File: config.mk
export PLATFORM = sky130hd
export DESIGN_NAME = mc_ctrl_fsm_flat
export DESIGN_NICKNAME = d
export VERILOG_FILES = /design/src/rtl/mc_ctrl_pkg.sv /design/src/rtl/mc_ctrl_if.sv /design/src/rtl/mc_branch_cond.sv /design/src/rtl/mc_ctrl_fsm.sv /design/src/flat_wrapper.sv
export SDC_FILE = /design/constraint.sdc
export NUM_CORES = 1
export LEC_CHECK = 0
export BUFFER_PORTS_ARGS = -buffer_cell sky130_fd_sc_hd__buf_2
export CAP_MARGIN = 20
export CORE_UTILIZATION = 43
export CTS_CLUSTER_SIZE = 25
export DETAILED_ROUTE_END_ITERATION = 8
export PLACE_DENSITY_LB_ADDON = 0.08
export SLEW_MARGIN = 20
export SYNTH_ARGS = -nofsm -noshare
export SYNTH_HDL_FRONTEND = slang
export SYNTH_HIERARCHICAL = 1
export SYNTH_SLANG_ARGS = --single-unit
File: constraint.sdc
create_clock -name clk -period 2.85 [get_ports clk]
set_clock_uncertainty 0.15 [all_clocks]
set_input_delay 0.7125 -clock clk [delete_from_list [all_inputs] [get_ports clk]]
set_output_delay 0.7125 -clock clk [all_outputs]
set_load 0.005 [all_outputs]
File: src/rtl/mc_ctrl_pkg.sv
// rtl/mc_ctrl_pkg.sv - shared types and encodings for the multicycle RV32I control unit
// Purpose : stage enum, RV32I opcode values, datapath select encodings and the
//           DECODE dispatch function used by mc_ctrl_fsm.
// Ports   : none (package).
package mc_ctrl_pkg;

  typedef enum logic [3:0] {
    FETCH,
    DECODE,
    MEM_ADDR,
    MEM_READ,
    MEM_WRITE,
    MEM_WB,
    EX_R,
    EX_I,
    ALU_WB,
    BR,
    JAL,
    JALR_ADDR,
    JALR_WB,
    LUI,
    AUIPC,
    TRAP
  } stage_t;

  // RV32I major opcodes (inst[6:0])
  localparam logic [6:0] OP_R      = 7'b0110011;
  localparam logic [6:0] OP_I      = 7'b0010011;
  localparam logic [6:0] OP_LOAD   = 7'b0000011;
  localparam logic [6:0] OP_STORE  = 7'b0100011;
  localparam logic [6:0] OP_BRANCH = 7'b1100011;
  localparam logic [6:0] OP_JAL    = 7'b1101111;
  localparam logic [6:0] OP_JALR   = 7'b1100111;
  localparam logic [6:0] OP_LUI    = 7'b0110111;
  localparam logic [6:0] OP_AUIPC  = 7'b0010111;

  // ALU operand A
  localparam logic [1:0] ASEL_RS1    = 2'b00;
  localparam logic [1:0] ASEL_PC     = 2'b01;
  localparam logic [1:0] ASEL_OLD_PC = 2'b10;
  localparam logic [1:0] ASEL_ZERO   = 2'b11;

  // ALU operand B
  localparam logic [1:0] BSEL_RS2  = 2'b00;
  localparam logic [1:0] BSEL_IMM  = 2'b01;
  localparam logic [1:0] BSEL_FOUR = 2'b10;
  localparam logic [1:0] BSEL_ZERO = 2'b11;

  // PC source
  localparam logic [1:0] PCSEL_ALU_OUT       = 2'b00;
  localparam logic [1:0] PCSEL_ALU_REG       = 2'b01;
  localparam logic [1:0] PCSEL_ALU_REG_ALIGN = 2'b10;

  // Register-file write data source
  localparam logic [1:0] RES_ALU_OUT = 2'b00;
  localparam logic [1:0] RES_ALU_REG = 2'b01;
  localparam logic [1:0] RES_MEM     = 2'b10;

  // Memory address source
  localparam logic ADDR_PC      = 1'b0;
  localparam logic ADDR_ALU_REG = 1'b1;

  // Core ALU operations; other ops are {funct7[5], funct3}
  localparam logic [3:0] ALU_ADD = 4'b0000;
  localparam logic [3:0] ALU_SUB = 4'b1000;

  // Stage that follows DECODE for a given opcode; unknown opcodes trap.
  function automatic stage_t decode_stage(input logic [6:0] op);
    stage_t s;
    case (op)
      OP_R:                s = EX_R;
      OP_I:                s = EX_I;
      OP_LOAD, OP_STORE:   s = MEM_ADDR;
      OP_BRANCH:           s = BR;
      OP_JAL:              s = JAL;
      OP_JALR:             s = JALR_ADDR;
      OP_LUI:              s = LUI;
      OP_AUIPC:            s = AUIPC;
      default:             s = TRAP;
    endcase
    return s;
  endfunction

endpackage

File: src/rtl/mc_ctrl_if.sv
// rtl/mc_ctrl_if.sv - control/datapath bundle for the multicycle RV32I control unit
// Purpose : groups instruction fields, ALU flags, memory handshake and datapath
//           control outputs between the control unit and the datapath.
// Ports   : modport ctrl - control unit (reads IR fields/flags/mem_ready, drives controls)
//           modport dp   - datapath/memory side (mirror of ctrl)
interface mc_ctrl_if #(
  parameter int ALU_CTRL_W = 4
);
  logic [6:0]            opcode;
  logic [2:0]            funct3;
  logic [6:0]            funct7;
  logic                  alu_zero;
  logic                  alu_lt;
  logic                  alu_ltu;
  logic                  mem_ready;
  logic                  mem_req;
  logic                  mem_we;
  logic                  addr_sel;
  logic                  ir_write;
  logic                  pc_write;
  logic [1:0]            pc_sel;
  logic                  reg_write;
  logic [1:0]            result_sel;
  logic [1:0]            alu_a_sel;
  logic [1:0]            alu_b_sel;
  logic [ALU_CTRL_W-1:0] alu_control;
  logic                  trap;

  modport ctrl (
    input  opcode, funct3, funct7, alu_zero, alu_lt, alu_ltu, mem_ready,
    output mem_req, mem_we, addr_sel, ir_write, pc_write, pc_sel, reg_write,
           result_sel, alu_a_sel, alu_b_sel, alu_control, trap
  );

  modport dp (
    output opcode, funct3, funct7, alu_zero, alu_lt, alu_ltu, mem_ready,
    input  mem_req, mem_we, addr_sel, ir_write, pc_write, pc_sel, reg_write,
           result_sel, alu_a_sel, alu_b_sel, alu_control, trap
  );
endinterface

File: src/rtl/mc_branch_cond.sv
// rtl/mc_branch_cond.sv - RV32I branch condition evaluation
// Purpose : turns branch funct3 and ALU compare flags into a taken decision.
// Ports   : funct3_i   branch type (inst[14:12])
//           zero_i     rs1 - rs2 == 0
//           lt_i       signed rs1 < rs2
//           ltu_i      unsigned rs1 < rs2
//           taken_o    branch taken (never set when illegal_o)
//           illegal_o  funct3 010/011, which are not branches
module mc_branch_cond (
  input  logic [2:0] funct3_i,
  input  logic       zero_i,
  input  logic       lt_i,
  input  logic       ltu_i,
  output logic       taken_o,
  output logic       illegal_o
);

  always_comb begin
    taken_o   = 1'b0;
    illegal_o = 1'b0;
    case (funct3_i)
      3'b000:  taken_o = zero_i;
      3'b001:  taken_o = !zero_i;
      3'b100:  taken_o = lt_i;
      3'b101:  taken_o = !lt_i;
      3'b110:  taken_o = ltu_i;
      3'b111:  taken_o = !ltu_i;
      default: illegal_o = 1'b1;
    endcase
  end

endmodule

File: src/rtl/mc_ctrl_fsm.sv
// rtl/mc_ctrl_fsm.sv - multicycle RV32I control unit with variable-latency memory
// Purpose : sequences FETCH/DECODE/execute/memory/writeback stages for a shared-memory
//           multicycle datapath, waits on mem_ready, traps on illegal opcodes,
//           illegal branch funct3 and (optionally) memory timeouts.
// Ports   : clk  - clock, all state on posedge
//           rst  - synchronous active-high reset (state FETCH, wait counter 0, trap 0)
//           bus  - mc_ctrl_if.ctrl: IR fields, ALU flags, mem_ready in;
//                  memory request, PC/IR/regfile enables, mux selects, alu_control, trap out
module mc_ctrl_fsm
  import mc_ctrl_pkg::*;
#(
  parameter int ALU_CTRL_W  = 4,
  parameter int TIMEOUT_W   = 8,
  parameter int MEM_TIMEOUT = 0
) (
  input  logic      clk,
  input  logic      rst,
  mc_ctrl_if.ctrl   bus
);

  localparam logic [TIMEOUT_W-1:0] WAIT_LAST =
    (MEM_TIMEOUT == 0) ? '0 : TIMEOUT_W'(MEM_TIMEOUT - 1);

  stage_t               state_q, state_d;
  logic [TIMEOUT_W-1:0] wait_cnt_q, wait_cnt_d;

  logic       mem_req_c, mem_we_c, addr_sel_c, ir_write_c, pc_write_c, reg_write_c;
  logic [1:0] pc_sel_c, result_sel_c, a_sel_c, b_sel_c;
  logic [3:0] alu_op_c;
  logic       wait_expired;

  logic       br_taken, br_illegal;

  // Only funct7[5] distinguishes RV32I ALU operations.
  logic unused_funct7;
  assign unused_funct7 = ^{bus.funct7[6], bus.funct7[4:0]};

  mc_branch_cond u_branch_cond (
    .funct3_i  (bus.funct3),
    .zero_i    (bus.alu_zero),
    .lt_i      (bus.alu_lt),
    .ltu_i     (bus.alu_ltu),
    .taken_o   (br_taken),
    .illegal_o (br_illegal)
  );

  always_ff @(posedge clk) begin
    if (rst) begin
      state_q    <= FETCH;
      wait_cnt_q <= '0;
    end else begin
      state_q    <= state_d;
      wait_cnt_q <= wait_cnt_d;
    end
  end

  always_comb begin
    state_d      = state_q;
    mem_req_c    = 1'b0;
    mem_we_c     = 1'b0;
    addr_sel_c   = ADDR_PC;
    ir_write_c   = 1'b0;
    pc_write_c   = 1'b0;
    pc_sel_c     = PCSEL_ALU_OUT;
    reg_write_c  = 1'b0;
    result_sel_c = RES_ALU_OUT;
    a_sel_c      = ASEL_RS1;
    b_sel_c      = BSEL_RS2;
    alu_op_c     = ALU_ADD;

    case (state_q)
      FETCH: begin
        mem_req_c = 1'b1;
        a_sel_c   = ASEL_PC;
        b_sel_c   = BSEL_FOUR;
        if (bus.mem_ready) begin
          ir_write_c = 1'b1;
          pc_write_c = 1'b1;
          state_d    = DECODE;
        end
      end
      DECODE: begin
        // old_pc + imm lands in alu_reg as the branch/jal target
        a_sel_c = ASEL_OLD_PC;
        b_sel_c = BSEL_IMM;
        state_d = decode_stage(bus.opcode);
      end
      EX_R: begin
        alu_op_c = {bus.funct7[5], bus.funct3};
        state_d  = ALU_WB;
      end
      EX_I: begin
        // funct7[5] only matters for srai; for other I-ops those bits are immediate
        b_sel_c  = BSEL_IMM;
        alu_op_c = {(bus.funct3 == 3'b101) && bus.funct7[5], bus.funct3};
        state_d  = ALU_WB;
      end
      ALU_WB: begin
        reg_write_c  = 1'b1;
        result_sel_c = RES_ALU_REG;
        state_d      = FETCH;
      end
      MEM_ADDR: begin
        b_sel_c = BSEL_IMM;
        state_d = (bus.opcode == OP_LOAD) ? MEM_READ : MEM_WRITE;
      end
      MEM_READ: begin
        mem_req_c  = 1'b1;
        addr_sel_c = ADDR_ALU_REG;
        if (bus.mem_ready) state_d = MEM_WB;
      end
      MEM_WRITE: begin
        mem_req_c  = 1'b1;
        mem_we_c   = 1'b1;
        addr_sel_c = ADDR_ALU_REG;
        if (bus.mem_ready) state_d = FETCH;
      end
      MEM_WB: begin
        reg_write_c  = 1'b1;
        result_sel_c = RES_MEM;
        state_d      = FETCH;
      end
      BR: begin
        // ALU compares rs1 - rs2 for the flags; target was computed in DECODE
        alu_op_c   = ALU_SUB;
        pc_sel_c   = PCSEL_ALU_REG;
        pc_write_c = br_taken;
        state_d    = br_illegal ? TRAP : FETCH;
      end
      JAL: begin
        reg_write_c = 1'b1;
        a_sel_c     = ASEL_PC;
        b_sel_c     = BSEL_ZERO;
        pc_write_c  = 1'b1;
        pc_sel_c    = PCSEL_ALU_REG;
        state_d     = FETCH;
      end
      JALR_ADDR: begin
        b_sel_c = BSEL_IMM;
        state_d = JALR_WB;
      end
      JALR_WB: begin
        reg_write_c = 1'b1;
        a_sel_c     = ASEL_PC;
        b_sel_c     = BSEL_ZERO;
        pc_write_c  = 1'b1;
        pc_sel_c    = PCSEL_ALU_REG_ALIGN;
        state_d     = FETCH;
      end
      LUI: begin
        reg_write_c = 1'b1;
        a_sel_c     = ASEL_ZERO;
        b_sel_c     = BSEL_IMM;
        state_d     = FETCH;
      end
      AUIPC: begin
        reg_write_c = 1'b1;
        a_sel_c     = ASEL_OLD_PC;
        b_sel_c     = BSEL_IMM;
        state_d     = FETCH;
      end
      TRAP: begin
        state_d = TRAP;
      end
      default: begin
        state_d = TRAP;
      end
    endcase

    // A mem_ready in the last allowed cycle still completes the access.
    wait_expired = (MEM_TIMEOUT != 0) && mem_req_c && !bus.mem_ready &&
                   (wait_cnt_q == WAIT_LAST);
    if (wait_expired) state_d = TRAP;
  end

  always_comb begin
    wait_cnt_d = wait_cnt_q;
    if (state_d != state_q) begin
      wait_cnt_d = '0;
    end else if (mem_req_c && !bus.mem_ready) begin
      wait_cnt_d = wait_cnt_q + 1'b1;
    end
  end

  // Enables are held low while reset is asserted so an aborted access does not
  // immediately turn into a new fetch request.
  assign bus.mem_req     = mem_req_c   & ~rst;
  assign bus.mem_we      = mem_we_c    & ~rst;
  assign bus.ir_write    = ir_write_c  & ~rst;
  assign bus.pc_write    = pc_write_c  & ~rst;
  assign bus.reg_write   = reg_write_c & ~rst;
  assign bus.addr_sel    = addr_sel_c;
  assign bus.pc_sel      = pc_sel_c;
  assign bus.result_sel  = result_sel_c;
  assign bus.alu_a_sel   = a_sel_c;
  assign bus.alu_b_sel   = b_sel_c;
  assign bus.alu_control = ALU_CTRL_W'(alu_op_c);
  assign bus.trap        = (state_q == TRAP);

endmodule
File: src/flat_wrapper.sv
// flat-port wrapper written by rule: the top's interface ports become plain ports
module mc_ctrl_fsm_flat import mc_ctrl_pkg::*;
#(
  parameter int ALU_CTRL_W  = 4,
  parameter int TIMEOUT_W   = 8,
  parameter int MEM_TIMEOUT = 0
)
  (clk, rst, bus_opcode, bus_funct3, bus_funct7, bus_alu_zero, bus_alu_lt, bus_alu_ltu, bus_mem_ready, bus_mem_req, bus_mem_we, bus_addr_sel, bus_ir_write, bus_pc_write, bus_pc_sel, bus_reg_write, bus_result_sel, bus_alu_a_sel, bus_alu_b_sel, bus_alu_control, bus_trap);
  mc_ctrl_if #(.ALU_CTRL_W(ALU_CTRL_W)) bus_i ();
  input  logic clk;
  input  logic rst;
  input wire logic [$bits(bus_i.opcode)-1:0] bus_opcode;
  input wire logic [$bits(bus_i.funct3)-1:0] bus_funct3;
  input wire logic [$bits(bus_i.funct7)-1:0] bus_funct7;
  input wire logic [$bits(bus_i.alu_zero)-1:0] bus_alu_zero;
  input wire logic [$bits(bus_i.alu_lt)-1:0] bus_alu_lt;
  input wire logic [$bits(bus_i.alu_ltu)-1:0] bus_alu_ltu;
  input wire logic [$bits(bus_i.mem_ready)-1:0] bus_mem_ready;
  output wire logic [$bits(bus_i.mem_req)-1:0] bus_mem_req;
  output wire logic [$bits(bus_i.mem_we)-1:0] bus_mem_we;
  output wire logic [$bits(bus_i.addr_sel)-1:0] bus_addr_sel;
  output wire logic [$bits(bus_i.ir_write)-1:0] bus_ir_write;
  output wire logic [$bits(bus_i.pc_write)-1:0] bus_pc_write;
  output wire logic [$bits(bus_i.pc_sel)-1:0] bus_pc_sel;
  output wire logic [$bits(bus_i.reg_write)-1:0] bus_reg_write;
  output wire logic [$bits(bus_i.result_sel)-1:0] bus_result_sel;
  output wire logic [$bits(bus_i.alu_a_sel)-1:0] bus_alu_a_sel;
  output wire logic [$bits(bus_i.alu_b_sel)-1:0] bus_alu_b_sel;
  output wire logic [$bits(bus_i.alu_control)-1:0] bus_alu_control;
  output wire logic [$bits(bus_i.trap)-1:0] bus_trap;
  assign bus_i.opcode = bus_opcode;
  assign bus_i.funct3 = bus_funct3;
  assign bus_i.funct7 = bus_funct7;
  assign bus_i.alu_zero = bus_alu_zero;
  assign bus_i.alu_lt = bus_alu_lt;
  assign bus_i.alu_ltu = bus_alu_ltu;
  assign bus_i.mem_ready = bus_mem_ready;
  assign bus_mem_req = bus_i.mem_req;
  assign bus_mem_we = bus_i.mem_we;
  assign bus_addr_sel = bus_i.addr_sel;
  assign bus_ir_write = bus_i.ir_write;
  assign bus_pc_write = bus_i.pc_write;
  assign bus_pc_sel = bus_i.pc_sel;
  assign bus_reg_write = bus_i.reg_write;
  assign bus_result_sel = bus_i.result_sel;
  assign bus_alu_a_sel = bus_i.alu_a_sel;
  assign bus_alu_b_sel = bus_i.alu_b_sel;
  assign bus_alu_control = bus_i.alu_control;
  assign bus_trap = bus_i.trap;
  mc_ctrl_fsm #(.ALU_CTRL_W(ALU_CTRL_W), .TIMEOUT_W(TIMEOUT_W), .MEM_TIMEOUT(MEM_TIMEOUT)) u_core (.clk(clk), .rst(rst), .bus(bus_i));
endmodule
==> impl_metrics.json <==
{
  "finalCriticalPeriod_ns": 2.78,
  "worstPathArrival_ns": 1.92,
  "cts-root-buf": "clkbuf_4",
  "synthTopCellsByArea": "dfxtp_1, a21oi_1, nand2_1",
  "drive_gt1_frac": 0.320,
  "drt_wl_total_um": 2150,
  "die_area_mm2": 0.00182,
  "placedCellCount": 163,
  "pwr_density_cell_mw_per_mm2": 749,
  "slew_headroom": 0.624,
  "htree_levels": 1,
  "end_kind": "output pin",
  "vias": 982,
  "die_h_um": 42.6,
  "hold_path_class": "input port to flip-flop",
  "p_leak_nw": 0.451,
  "grt_overflow": 0,
  "regArea_um2": 80.1,
  "io-pin-count": 42,
  "final-instance-count-excl-fill": 166,
  "critPathKind": "input port to output pin",
  "cts_buffers": 3,
  "row_count": 14,
  "path_cells": "buf_6 > mux2i_2 > xnor2_1 > a21o_1 > inv_1 > o21ai_1 > mux2_4 > a21oi_2 > nor2_1 > buf_2",
  "setup.worst_path.start_class": "input port",
  "cap_violations": 0,
  "synth_top_area_frac": 0.113,
  "r2r-end": "u_core/state_q[2]",
  "crit_path_max_fanout": 2,
  "async_flop_share": 0,
  "finalSetupViolations": 0,
  "finalMaxSlewViolations": 0,
  "grt_use_total": 0.232,
  "nets": 175,
  "fin_crit_sh": 0.977,
  "synth_cells": 115,
  "r2r_start": "u_core/state_q[2]",
  "finalInstanceArea_um2": 928,
  "place_hpwl_um": 1590,
  "reg2reg_depth": 5,
  "placed_cell_area_um2": 888,
  "areaGrowthSynthToFinish_pct": 30.9,
  "final_common_cell": "buf_2",
  "synth.cell_area_um2": 709,
  "final_core_utilization": 0.609,
  "antenna_cells": 0,
  "setup-tns-final_ns": 0,
  "wl_per_cell_um": 13.0,
  "hold_viol_final": 0,
  "initial_utilization": 0.466,
  "fmax_mhz": 359,
  "routed_via_density": 5.92,
  "final_cell_mix": "buf_2, nand2_1, nor2_1",
  "min_from": "rst",
  "synth_area_leader_cell": "dfxtp_1",
  "regMostFlops": "u_core/state_q",
  "required_ns": 1.99,
  "synth.distinct_cells": 42,
  "cts_buffer_depth": 2,
  "max_stage_delay_ns": 0.26,
  "ys.flop_type": "dfxtp_1",
  "synth.net_count": 138,
  "dieWidth_um": 42.6,
  "tightest_slew_ns": 0.564,
  "gp_congestion": 0.899,
  "clkTransAtPathRegs_ns": 0.04,
  "synth-edff-count": 0,
  "synth.yosys.seq_area_share": 0.113,
  "postRouteAntennaNets": 0,
  "startpoint": "bus_funct3[1]",
  "critPathSlowestCell": "mux2_4",
  "largest_reg_flops": 4,
  "rsz0062_at_grt": "no",
  "setup.worst_path.end": "bus_pc_write",
  "antenna_found_initial": 0,
  "numPortBuffers": 35,
  "cts_tree": "yes",
  "drt-initial-drc-count": 24,
  "clock_sinks": 4,
  "top_regs": "u_core/state_q (4)",
  "yosysWarnings": 6,
  "grt_pass1_wl_um": 3360,
  "ir_worst_vdd_uv": 398,
  "ys_ff_latch": 4,
  "drc": 0,
  "status": "completed",
  "clk_latency_ns": 0.23,
  "grt_max_degree": 17,
  "grt_pass1_vias": 780,
  "r2r_slack_ns": 1.05,
  "syn_avg_cell_area_um2": 6.17,
  "multi_input_area_um2": 588,
  "core_area_mm2": 0.00152,
  "nFillCells": 172,
  "firstDrtPassIters": 4
}
## synthesized netlist by cell type (2+ instances only)
cell / n
o21ai_0: 9
xnor2_1: 2
o31ai_1: 3
inv_1: 3
dfxtp_1: 4
nor2b_1: 2
and2_1: 3
nor3_1: 8
a21oi_1: 13
mux2i_1: 2
nand3_1: 4
nand2b_1: 2
and3_1: 2
and2b_1: 2
nor2_1: 14
nand2_1: 16
## power breakdown
part	internal [mW]	switching, mW	total, mW
Combinational	0.210	0.271	0.482
Sequential	0.0754	0.0690	0.144
Clock	0.0470	0.0218	0.0689
Total	0.333	0.362	0.695
## kinds of logic (layout without fill, tap and decap cells)
| kind of cell | after synthesis | count (layout) | share of synthesized area |
|---|---|---|---|
| buffers and inverters | 10 | 45 | 0.0741 |
| AO/OA/AOI/OAI | 34 | 34 | 0.289 |
| multiplexers | 3 | 3 | 0.0441 |
| XOR/XNOR | 3 | 3 | 0.0370 |
| flip-flops | 4 | 4 | 0.113 |
| AND/OR/NAND/NOR | 61 | 61 | 0.443 |
## per-layer routing
| layer | routed length (um) | vias up | share of wire | track usage |
|---|---|---|---|---|
| met1 | 1020 | 438 | 0.48 | 0.341 |
| met4 | 19 | 0 | 0.0088 | 0.0938 |
| met3 | 160 | 4 | 0.074 | 0.0129 |
| met2 | 949 | 55 | 0.44 | 0.345 |
| li1 | - | 485 | - | - |
| met5 | 0 | - | 0 | 0 |
## stage by stage
step,setup slack (ns),hold slack (ns),power [mW]
3_3_place_gp,0.0331,0.640,0.590
3_5_place_dp,0.0169,0.648,0.599
4_1_cts,0.00708,0.620,0.675
5_1_grt,0.0153,0.643,0.764
2_1_floorplan,0.319,0.453,0.447
6_report,0.0663,0.635,0.695
## repair_timing
item	CTS	global route
setup endpoints to repair	0	1
gates resized for setup	0	4
setup buffers	0	0
hold buffers	0	0
## worst min-delay path by stage
stage          slack, ns  depth (start not counted)                 to
5_1_grt             0.64                          2  u_core/state_q[3]
3_3_place_gp        0.64                          4  u_core/state_q[1]
3_5_place_dp        0.65                          4  u_core/state_q[1]
2_1_floorplan       0.45                          3  u_core/state_q[1]
4_1_cts             0.62                          2  u_core/state_q[0]
6_report            0.63                          2  u_core/state_q[0]
## area by class of cell
cell class / instances / area share
repair buffers: 37 / 0.212
inverters: 5 / 0.0229
well taps: 16 / 0.0216
multi-input cells: 101 / 0.633
clock buffers: 3 / 0.0243
flip-flops and latches: 4 / 0.0863
## critical path, delay by kind of cell
kind	cells	cell delay [ns]
multiplexers	2	0.46
AO/OA/AOI/OAI	3	0.34
buffers and inverters	3	0.25
XOR/XNOR	1	0.10
AND/OR/NAND/NOR	1	0.05
Power figures use the tool's default switching activity.
